<file path="src/rtl/conv_cop_pkg.sv">
// Shared constants for the queued convolution coprocessor: opcodes, FSM state
// encodings, status bit positions and an opcode classifier.
package conv_cop_pkg;

    localparam logic [3:0] OP_READ      = 4'b0001;
    localparam logic [3:0] OP_WRITE     = 4'b0010;
    localparam logic [3:0] OP_CONV      = 4'b0101;
    localparam logic [3:0] OP_CONV_TRSP = 4'b0110;
    localparam logic [3:0] OP_CONV_ROB  = 4'b0111;
    localparam logic [3:0] OP_B2G       = 4'b1000;

    localparam logic [2:0] ST_FETCH     = 3'd0;
    localparam logic [2:0] ST_DECODE    = 3'd1;
    localparam logic [2:0] ST_MEMORY    = 3'd2;
    localparam logic [2:0] ST_EXECUTE   = 3'd3;
    localparam logic [2:0] ST_WAIT_DONE = 3'd4;

    localparam int STAT_OVERFLOW = 0;
    localparam int STAT_TIMEOUT  = 1;
    localparam int STAT_ILLEGAL  = 2;

    typedef enum logic [1:0] {
        OPC_MEM,
        OPC_ARITH,
        OPC_ILLEGAL
    } op_class_e;

    function automatic op_class_e classify(input logic [3:0] op);
        case (op)
            OP_READ, OP_WRITE:                          return OPC_MEM;
            OP_CONV, OP_CONV_TRSP, OP_CONV_ROB, OP_B2G: return OPC_ARITH;
            default:                                    return OPC_ILLEGAL;
        endcase
    endfunction

endpackage

</file>
<file path="src/rtl/instr_fifo.sv">
// Synchronous instruction queue; a push is refused when full even if a pop
// happens in the same cycle, and the head word is visible without a pop.
module instr_fifo #(
    parameter int FIFO_DEPTH = 4,
    parameter int WIDTH      = 32
) (
    input  logic             clk,
    input  logic             reset,
    input  logic             push_i,
    input  logic [WIDTH-1:0] din_i,
    input  logic             pop_i,
    output logic [WIDTH-1:0] dout_o,
    output logic             full_o,
    output logic             empty_o
);
    localparam int AW = $clog2(FIFO_DEPTH);
    localparam logic [AW:0] PTR_ONE = {{AW{1'b0}}, 1'b1};

    logic [WIDTH-1:0] mem_q [FIFO_DEPTH];
    logic [AW:0]      wr_ptr_q;
    logic [AW:0]      rd_ptr_q;
    logic             do_push;
    logic             do_pop;

    // Extra pointer bit distinguishes full from empty when the indices match.
    assign full_o  = (wr_ptr_q[AW] != rd_ptr_q[AW]) &&
                     (wr_ptr_q[AW-1:0] == rd_ptr_q[AW-1:0]);
    assign empty_o = (wr_ptr_q == rd_ptr_q);
    assign do_push = push_i && !full_o;
    assign do_pop  = pop_i && !empty_o;
    assign dout_o  = mem_q[rd_ptr_q[AW-1:0]];

    always_ff @(posedge clk) begin
        if (reset) begin
            wr_ptr_q <= '0;
            rd_ptr_q <= '0;
        end else begin
            if (do_push) wr_ptr_q <= wr_ptr_q + PTR_ONE;
            if (do_pop)  rd_ptr_q <= rd_ptr_q + PTR_ONE;
        end
    end

    always_ff @(posedge clk) begin
        if (do_push) mem_q[wr_ptr_q[AW-1:0]] <= din_i;
    end

endmodule

</file>
<file path="src/rtl/conv_coprocessor_queued.sv">
// Queued HPS coprocessor: instructions are buffered, then fetched, decoded and
// either served from the register bank or dispatched to the matrix units.
module conv_coprocessor_queued
    import conv_cop_pkg::*;
#(
    parameter int DATA_W     = 8,
    parameter int MAT_N      = 5,
    parameter int FIFO_DEPTH = 4,
    parameter int TIMEOUT    = 1023,
    localparam int OPW       = MAT_N * MAT_N * DATA_W
) (
    input  logic           clk,
    input  logic           reset,
    input  logic [31:0]    instruction,
    input  logic           activate_instruction,
    output logic           wait_signal,
    output logic           idle,
    output logic [15:0]    output_reg,
    output logic           output_valid,
    output logic [2:0]     status,
    input  logic           clear_status,
    output logic [5:0]     bank_addr,
    output logic [15:0]    bank_wdata,
    output logic           bank_we,
    input  logic [15:0]    bank_rdata,
    input  logic [OPW-1:0] bank_matrix_A,
    input  logic [OPW-1:0] bank_matrix_B,
    output logic           result_we,
    input  logic           ipu_request,
    input  logic [OPW-1:0] external_matrix_A,
    input  logic [OPW-1:0] external_matrix_B,
    output logic [OPW-1:0] operand_A,
    output logic [OPW-1:0] operand_B,
    output logic           unit_start,
    output logic           unit_sel,
    output logic [1:0]     unit_mode,
    input  logic           unit_done,
    output logic [3:0]     opcode,
    output logic [31:0]    fetched_instruction_ipu
);
    localparam int CNT_W = $clog2(TIMEOUT + 1);
    localparam logic [CNT_W-1:0] CNT_LAST = CNT_W'(TIMEOUT - 1);
    localparam logic [CNT_W-1:0] CNT_ONE  = {{(CNT_W-1){1'b0}}, 1'b1};

    logic [2:0]       state_q, state_d;
    logic [31:0]      fetched_q, fetched_d;
    logic [15:0]      output_reg_q, output_reg_d;
    logic             output_valid_q, output_valid_d;
    logic [2:0]       status_q, status_d;
    logic [CNT_W-1:0] cnt_q, cnt_d;

    logic        fifo_full;
    logic        fifo_empty;
    logic [31:0] fifo_dout;
    logic        fifo_pop;

    assign fifo_pop = (state_q == ST_FETCH);

    instr_fifo #(
        .FIFO_DEPTH (FIFO_DEPTH),
        .WIDTH      (32)
    ) u_fifo (
        .clk     (clk),
        .reset   (reset),
        .push_i  (activate_instruction),
        .din_i   (instruction),
        .pop_i   (fifo_pop),
        .dout_o  (fifo_dout),
        .full_o  (fifo_full),
        .empty_o (fifo_empty)
    );

    always_comb begin
        state_d        = state_q;
        fetched_d      = fetched_q;
        output_reg_d   = output_reg_q;
        output_valid_d = 1'b0;
        cnt_d          = cnt_q;
        // Clear is applied first so any set event in the same cycle survives.
        status_d       = clear_status ? 3'b000 : status_q;
        if (activate_instruction && fifo_full) status_d[STAT_OVERFLOW] = 1'b1;

        case (state_q)
            ST_FETCH: begin
                if (!fifo_empty) begin
                    fetched_d = fifo_dout;
                    state_d   = ST_DECODE;
                end
            end
            ST_DECODE: begin
                case (classify(fetched_q[3:0]))
                    OPC_MEM:   state_d = ST_MEMORY;
                    OPC_ARITH: state_d = ST_EXECUTE;
                    default: begin
                        state_d                = ST_FETCH;
                        status_d[STAT_ILLEGAL] = 1'b1;
                    end
                endcase
            end
            ST_MEMORY: begin
                if (fetched_q[3:0] == OP_READ) begin
                    output_reg_d   = bank_rdata;
                    output_valid_d = 1'b1;
                end
                state_d = ST_FETCH;
            end
            ST_EXECUTE: begin
                cnt_d   = '0;
                state_d = ST_WAIT_DONE;
            end
            ST_WAIT_DONE: begin
                if (unit_done) begin
                    state_d = ST_FETCH;
                end else if (cnt_q == CNT_LAST) begin
                    state_d                = ST_FETCH;
                    status_d[STAT_TIMEOUT] = 1'b1;
                end else begin
                    cnt_d = cnt_q + CNT_ONE;
                end
            end
            default: state_d = ST_FETCH;
        endcase
    end

    always_ff @(posedge clk) begin
        if (reset) begin
            state_q        <= ST_FETCH;
            fetched_q      <= '0;
            output_reg_q   <= '0;
            output_valid_q <= 1'b0;
            status_q       <= '0;
            cnt_q          <= '0;
        end else begin
            state_q        <= state_d;
            fetched_q      <= fetched_d;
            output_reg_q   <= output_reg_d;
            output_valid_q <= output_valid_d;
            status_q       <= status_d;
            cnt_q          <= cnt_d;
        end
    end

    assign wait_signal             = fifo_full;
    assign idle                    = fifo_empty && (state_q == ST_FETCH);
    assign output_reg              = output_reg_q;
    assign output_valid            = output_valid_q;
    assign status                  = status_q;
    assign opcode                  = fetched_q[3:0];
    assign bank_addr               = fetched_q[9:4];
    assign bank_wdata              = fetched_q[25:10];
    assign fetched_instruction_ipu = fetched_q;
    assign bank_we                 = (state_q == ST_MEMORY) && (fetched_q[3:0] == OP_WRITE);
    assign unit_start              = (state_q == ST_EXECUTE);
    assign unit_sel                = (fetched_q[3:0] == OP_B2G);
    assign unit_mode               = fetched_q[1:0];
    assign result_we               = (state_q == ST_WAIT_DONE) && unit_done;
    assign operand_A               = ipu_request ? external_matrix_A : bank_matrix_A;
    assign operand_B               = ipu_request ? external_matrix_B : bank_matrix_B;

endmodule

</file>
<file path="config.mk">
export PLATFORM = sky130hd
export DESIGN_NAME = conv_coprocessor_queued
export DESIGN_NICKNAME = d
export VERILOG_FILES = /design/src/rtl/conv_cop_pkg.sv /design/src/rtl/instr_fifo.sv /design/src/rtl/conv_coprocessor_queued.sv
export SDC_FILE = /design/constraint.sdc
export NUM_CORES = 1
export LEC_CHECK = 0
export BUFFER_PORTS_ARGS = -buffer_cell sky130_fd_sc_hd__buf_2
export CORE_AREA = 3 3 516 518
export DETAILED_ROUTE_END_ITERATION = 7
export DIE_AREA = 0 0 519 521
export GPL_ROUTABILITY_DRIVEN = 0
export HOLD_SLACK_MARGIN = 0.1
export PLACE_DENSITY = 0.3
export SYNTH_ARGS = -nofsm -noshare
export SYNTH_HDL_FRONTEND = slang
export SYNTH_HIERARCHICAL = 1
export SYNTH_SLANG_ARGS = --single-unit
export TNS_END_PERCENT = 30
</file>
<file path="constraint.sdc">
create_clock -name clk -period 3 [get_ports clk]
set_clock_uncertainty 0.15 [all_clocks]
set_input_delay 0.45 -clock clk [delete_from_list [all_inputs] [get_ports clk]]
set_output_delay 0.45 -clock clk [all_outputs]
set_load 0.05 [all_outputs]
</file>
== Yosys cells after proc, flatten, opt, wreduce, memory -nomap -nowiden ==
Memories as Yosys holds them, arrays and structs flattened. A register that Yosys moved wholly into a read port is not among the register bits.
Cells that the tools add are included.

* Register bits: 39
* Output and inout bits: 486
* Input port bits: 854
* Memories kept: 1
* Word-level logic and storage cells: 76
* Memory bits (writable): 128

* Reduce and logical (&&, ||, !) cells: 21
* Muxes and demuxes: 22
* Bitwise logic cells: 2
* Add/subtract/negate cells: 3
* Eq/ne operators: 19

{| class="wikitable"
|+ Memories
! memory !! depth !! bits a word !! rd ports !! clocked after Yosys merged registers in !! write ports !! line !! RTL
|-
| u_fifo.mem_q || 4 || 32 || 1 || 1 || 1 || instr_fifo.sv:19 || <nowiki>logic [WIDTH-1:0] mem_q [FIFO_DEPTH];</nowiki>
|}

{| class="wikitable"
|+ Operators by type and width
! cell !! count
|-
| 2-to-1 mux 200 bit || 2
|-
| 2-to-1 mux 10 bit || 2
|-
| one-hot mux 10 bit (2 select lines) || 1
|-
| equality test 4 x 3 -> 1 bit (second input constant) || 3
|-
| 2-to-1 mux 3 bit || 4
|-
| one-hot mux 3 bit (4 select lines) || 1
|-
| adder 10 x 1 -> 10 bit (second input constant) || 1
|-
| equality test 10 bit (second input constant) || 1
|-
| 2-to-1 mux 1 bit || 9
|-
| one-hot mux 2 bit (2 select lines) || 2
|-
| logical AND 1 bit || 7
|-
| adder 3 x 1 -> 3 bit (second input constant) || 2
|-
| equality test 3 x 2 -> 1 bit (second input constant) || 2
|-
| != test 2 bit (second input constant) || 3
|-
| AND reduction 2 bit || 3
|-
| OR reduction 2 bit || 3
|-
| equality test 4 x 1 -> 1 bit (second input constant) || 1
|-
| equality test 4 x 2 -> 1 bit (second input constant) || 1
|-
| equality test 4 bit (second input constant) || 1
|-
| nonzero test 2 bit || 2
|-
| OR reduction 4 bit || 1
|-
| equality test 3 x 1 -> 1 bit (second input constant) || 1
|-
| equality test 3 bit || 1
|-
| equality test 3 bit (second input constant) || 1
|-
| other kinds (10) || 12
|}

== Logic depth before layout (Yosys ltp) ==
* Depth in word-level cells: 8
* Mapped depth: 9
* Mapped depth without buffers: 7

== Modules after synthesis ==
The synthesis kept the hierarchy.

{| class="wikitable"
|+ By module, submodules not included
! module !! cells each !! times used !! area an instance (um2)
|-
| conv_coprocessor_queued || 772 || 1 || 7,468.4
|-
| instr_fifo || 235 || 1 || 5,177.5
|}

== Worst setup path before layout ==
No wires, ideal clock.

* Path type: register to register
* From: register u_fifo.rd_ptr_q[1]
* To: memory u_fifo.mem_q[3][0], enable pin
* Clock period less this slack: 3,063 ps
* Path buffers: 1
* Stages on the path, launching flop included: 4
* Library setup time: 441 ps
* Required time: 2,409 ps
* Arrival time: 2,473 ps
* Slack: -63 ps
* Cells stage by stage: dfxtp_1 clkbuf_4 xnor2_1 a31oi_1

* Longest elaborated chain between the ends: 6

{| class="wikitable"
|+ Ends and longest elaborated chain
! element !! line !! RTL
|-
| start: declaration || instr_fifo.sv:21 || <nowiki>logic [AW:0] rd_ptr_q;</nowiki>
|-
| start signal: assignment || instr_fifo.sv:39 || <nowiki>if (do_pop) rd_ptr_q <= rd_ptr_q + PTR_ONE;</nowiki>
|-
| equality test 2 bit || instr_fifo.sv:27 || <nowiki>(wr_ptr_q[AW-1:0] == rd_ptr_q[AW-1:0]);</nowiki>
|-
| logical AND 1 bit || instr_fifo.sv:26 || <nowiki>assign full_o = (wr_ptr_q[AW] != rd_ptr_q[AW]) &&</nowiki>
|-
| zero test 1 bit || instr_fifo.sv:29 || <nowiki>assign do_push = push_i && !full_o;</nowiki>
|-
| logical AND 1 bit || instr_fifo.sv:29 ||
|-
| 2-to-1 mux 1 bit || instr_fifo.sv:44 || <nowiki>if (do_push) mem_q[wr_ptr_q[AW-1:0]] <= din_i;</nowiki>
|-
| 2-to-1 mux 1 bit (not written as such) || instr_fifo.sv:44 ||
|-
| end: declaration || instr_fifo.sv:19 ||
|}

Every way passes these cells.

== Worst setup path after layout ==
* From: register state_q[0]
* To: output port unit_start

* Longest elaborated chain between the ends: 1

{| class="wikitable"
|+ Ends and longest elaborated chain
! element !! line !! RTL
|-
| start: declaration || conv_coprocessor_queued.sv:45 || <nowiki>logic [2:0] state_q, state_d;</nowiki>
|-
| start signal: assignment || conv_coprocessor_queued.sv:134 || <nowiki>state_q <= state_d;</nowiki>
|-
| equality test 3 x 2 -> 1 bit || conv_coprocessor_queued.sv:153 || <nowiki>assign unit_start = (state_q == ST_EXECUTE);</nowiki>
|-
| end: declaration || conv_coprocessor_queued.sv:34 || <nowiki>output logic unit_start,</nowiki>
|}

Every way passes these cells.

==> metrics.md <==
| Metric | Value |
|---|---|
| WL met3 | 51.2 mm |
| Final net count | 3229 |
| Die Y | 521 microns |
| Layout area overhead | 118% |
| Final setup fails | 0 |
| Tightest Hold Check Type | input pin to register |
| Layout cells sized above 1 | 78.5% |
| CTS tree | done |
| Post-Route WL | 265 mm |
| Req. time, crit path | 2400 ps |
| Routed wl met2 | 120 mm |
| Multi-input logic area | 0.00682 sq mm |
| Routed len/inst | 43.9 microns |
| Fillers | 30500 |
| RSZ-0062 raised after global routing | false |
| Starting DRT DRC Count | 1173 |
| CTS Buffer Depth | 3 |
| Dominant synthesized flop cell | edfxtp_1 |
| Slew HR | 51.1% |
| Critical Path Sink Type | output pin |
| Largest net degree at the start of global routing | 59 |
| Post-Syn Nets | 1868 |
| Die Span X | 519 microns |
| Num ports | 1340 |
| Vias | 17100 |
| Synthesized cell area | 0.0126 sq mm |
| IO buf count | 1339 |
| Min Tclk post-route | 2780 ps |
| Clock Root Buffer | clkbuf_16 |
| Top Layer Used | met5 |
| Clk slew on worst S/H paths | 60 ps |
| Dpl cell area | 0.0260 sq mm |
| Tcrit/Tclk final | 92.6% |
| Most common cell after layout, fill and taps aside | buf_2 |
| Cells after Synth | 1007 |
| CTS sink cnt | 201 |
| Worst IR Drop VDD | 0.000674 V |
| First-pass GRT wire length | 300 mm |
| Max FFs per register | 128 |
| Status | complete, no violations |
| Post-synthesis cell type count | 49 |
| Peak fanout along the critical path | 14 |
| EDFF count, synth | 128 |
| H-Tree Depth | 1 |
| Leak pwr | 11.1 nW |
| Global route overflow | 0 |
| Fmax | 360 MHz |
| Max cap viols | 0 |
| Clock Latency Late Sink | 530 ps |
| Setup TNS | 0 ps |
| Core Rows | 188 |
| Non-Filler Instances | 6041 |
| Arr. time, crit path | 2180 ps |
| Total track usage | 18.7% |
| WS Path Type | register to output pin |
| Synth async-reset ratio | 0% |
| DRC viols | 0 |
| Pwr dens | 612 mW/mm^2 |
| Fin. max-slew vios | 0 |
| ANT nets after route | 0 |
| First drt pass iteration count | 5 |
| Vias in the first global route | 15900 |
| Synthesized area per cell | 12.6 sq um |
| Worst setup SP type | register |
| Die area | 0.270 sq mm |
| Total CTS buffers | 22 |
| Register Area | 0.00531 sq mm |
| Number of synthesis warnings | 6 |
| Core box area | 0.262 sq mm |
| FF+latch count, synth | 201 |
| DRT met1 WL | 82.2 mm |
| Dpl hpwl | 250 mm |
| Placed cells | 5810 |
| Cts repair resizes | 0 |
| Initial core utilization | 4.83% |
| Slew @ Worst Pin | 733 ps |
| Antenna violations before repair | 422 |
| Final hold violations | 0 |
| Via density | 2.83 |
| Seq/Total Area, Yosys | 42.0% |
| Most frequent cells in the layout | 1190 x buf_2, 400 x mux2_2, 158 x buf_12, 128 x edfxtp_1, 80 x nand2_1 |
| Fin area | 0.0276 sq mm |
[power by group]
group          switching [W]  internal [W]
registers           0.000470       0.00358
logic                0.00697       0.00292
clock network        0.00118       0.00180
total                0.00861       0.00830
[cell type report]
type	instances	share of cell area [%]
inverter	12	0.163
clock inverter	14	0.738
clock buffer	26	2.08
tap	3515	15.9
multi-input combinational	694	24.7
timing repair buffer	1437	35.9
sequential	201	19.2
antenna	142	1.29
[routing by layer]
layer  global-route usage (%)  vias up
met5                     1.32        -
met1                     17.3     7789
met4                     5.65      164
li1                         -     6662
met3                     15.9      782
met2                     30.4     1670
[path summary, 6_finish.rpt]
path	startpoint	to	slack [ps]	cells after the start
worst max-delay path	state_q[0]$_SDFFE_PP0P_	unit_start	220	3
worst min-delay path	activate_instruction	u_fifo/wr_ptr_q[1]$_SDFFE_PP0P_	210	3
worst max register to register	u_fifo/rd_ptr_q[1]$_SDFFE_PP0P_	fetched_instruction_ipu[25]$_SDFFE_PP0P_	880	8
worst min register to register	fetched_instruction_ipu[30]$_SDFFE_PP0P_	fetched_instruction_ipu[30]$_SDFFE_PP0P_	310	2
[kinds of logic after synthesis]
family / share of synthesized area (%)
compound gates: 3.88
flops: 42.0
xor+xnor: 0.416
buf+inv: 4.46
simple gates: 5.70
fa+ha+maj: 0.693
mux: 42.9
[worst max-delay path, cell delays in order (launching register included)]
cell and delay (ps):
dfxtp_1 500, nand3b_1 300, inv_1 440, buf_2 410
[Yosys cell counts (12+ instances only)]
| library cell | number | area share [%] |
|---|---|---|
| dfxtp_1 | 73 | 12 |
| nand2_1 | 80 | 2.4 |
| edfxtp_1 | 128 | 30 |
| clkbuf_1 | 58 | 1.7 |
| buf_4 | 29 | 1.7 |
| nor2_1 | 21 | 0.62 |
| mux2_2 | 400 | 36 |
| mux4_2 | 32 | 5.7 |
| mux2i_1 | 20 | 1.6 |
| a21oi_1 | 41 | 1.6 |
| inv_1 | 12 | 0.36 |
[what timing repair did]
action / in CTS / in global routing
hold endpoints to repair: 146 / 0
buffers inserted: 0 / 0
hold buffers: 49 / 0
[through the flow]
step | setup WS, ps | total power [W] | util [%] | hold WS (ps)
floorplan | 35.9 | 0.00958 | - | 289
global placement | 400 | 0.0142 | 9.92 | 299
detailed placement | 395 | 0.0142 | 9.92 | 304
CTS | 200 | 0.0173 | 10.4 | 186
global route | 70.0 | 0.0177 | 10.5 | 205
finish | 221 | 0.0169 | 10.5 | 205
(Power assumes the default switching activity.)
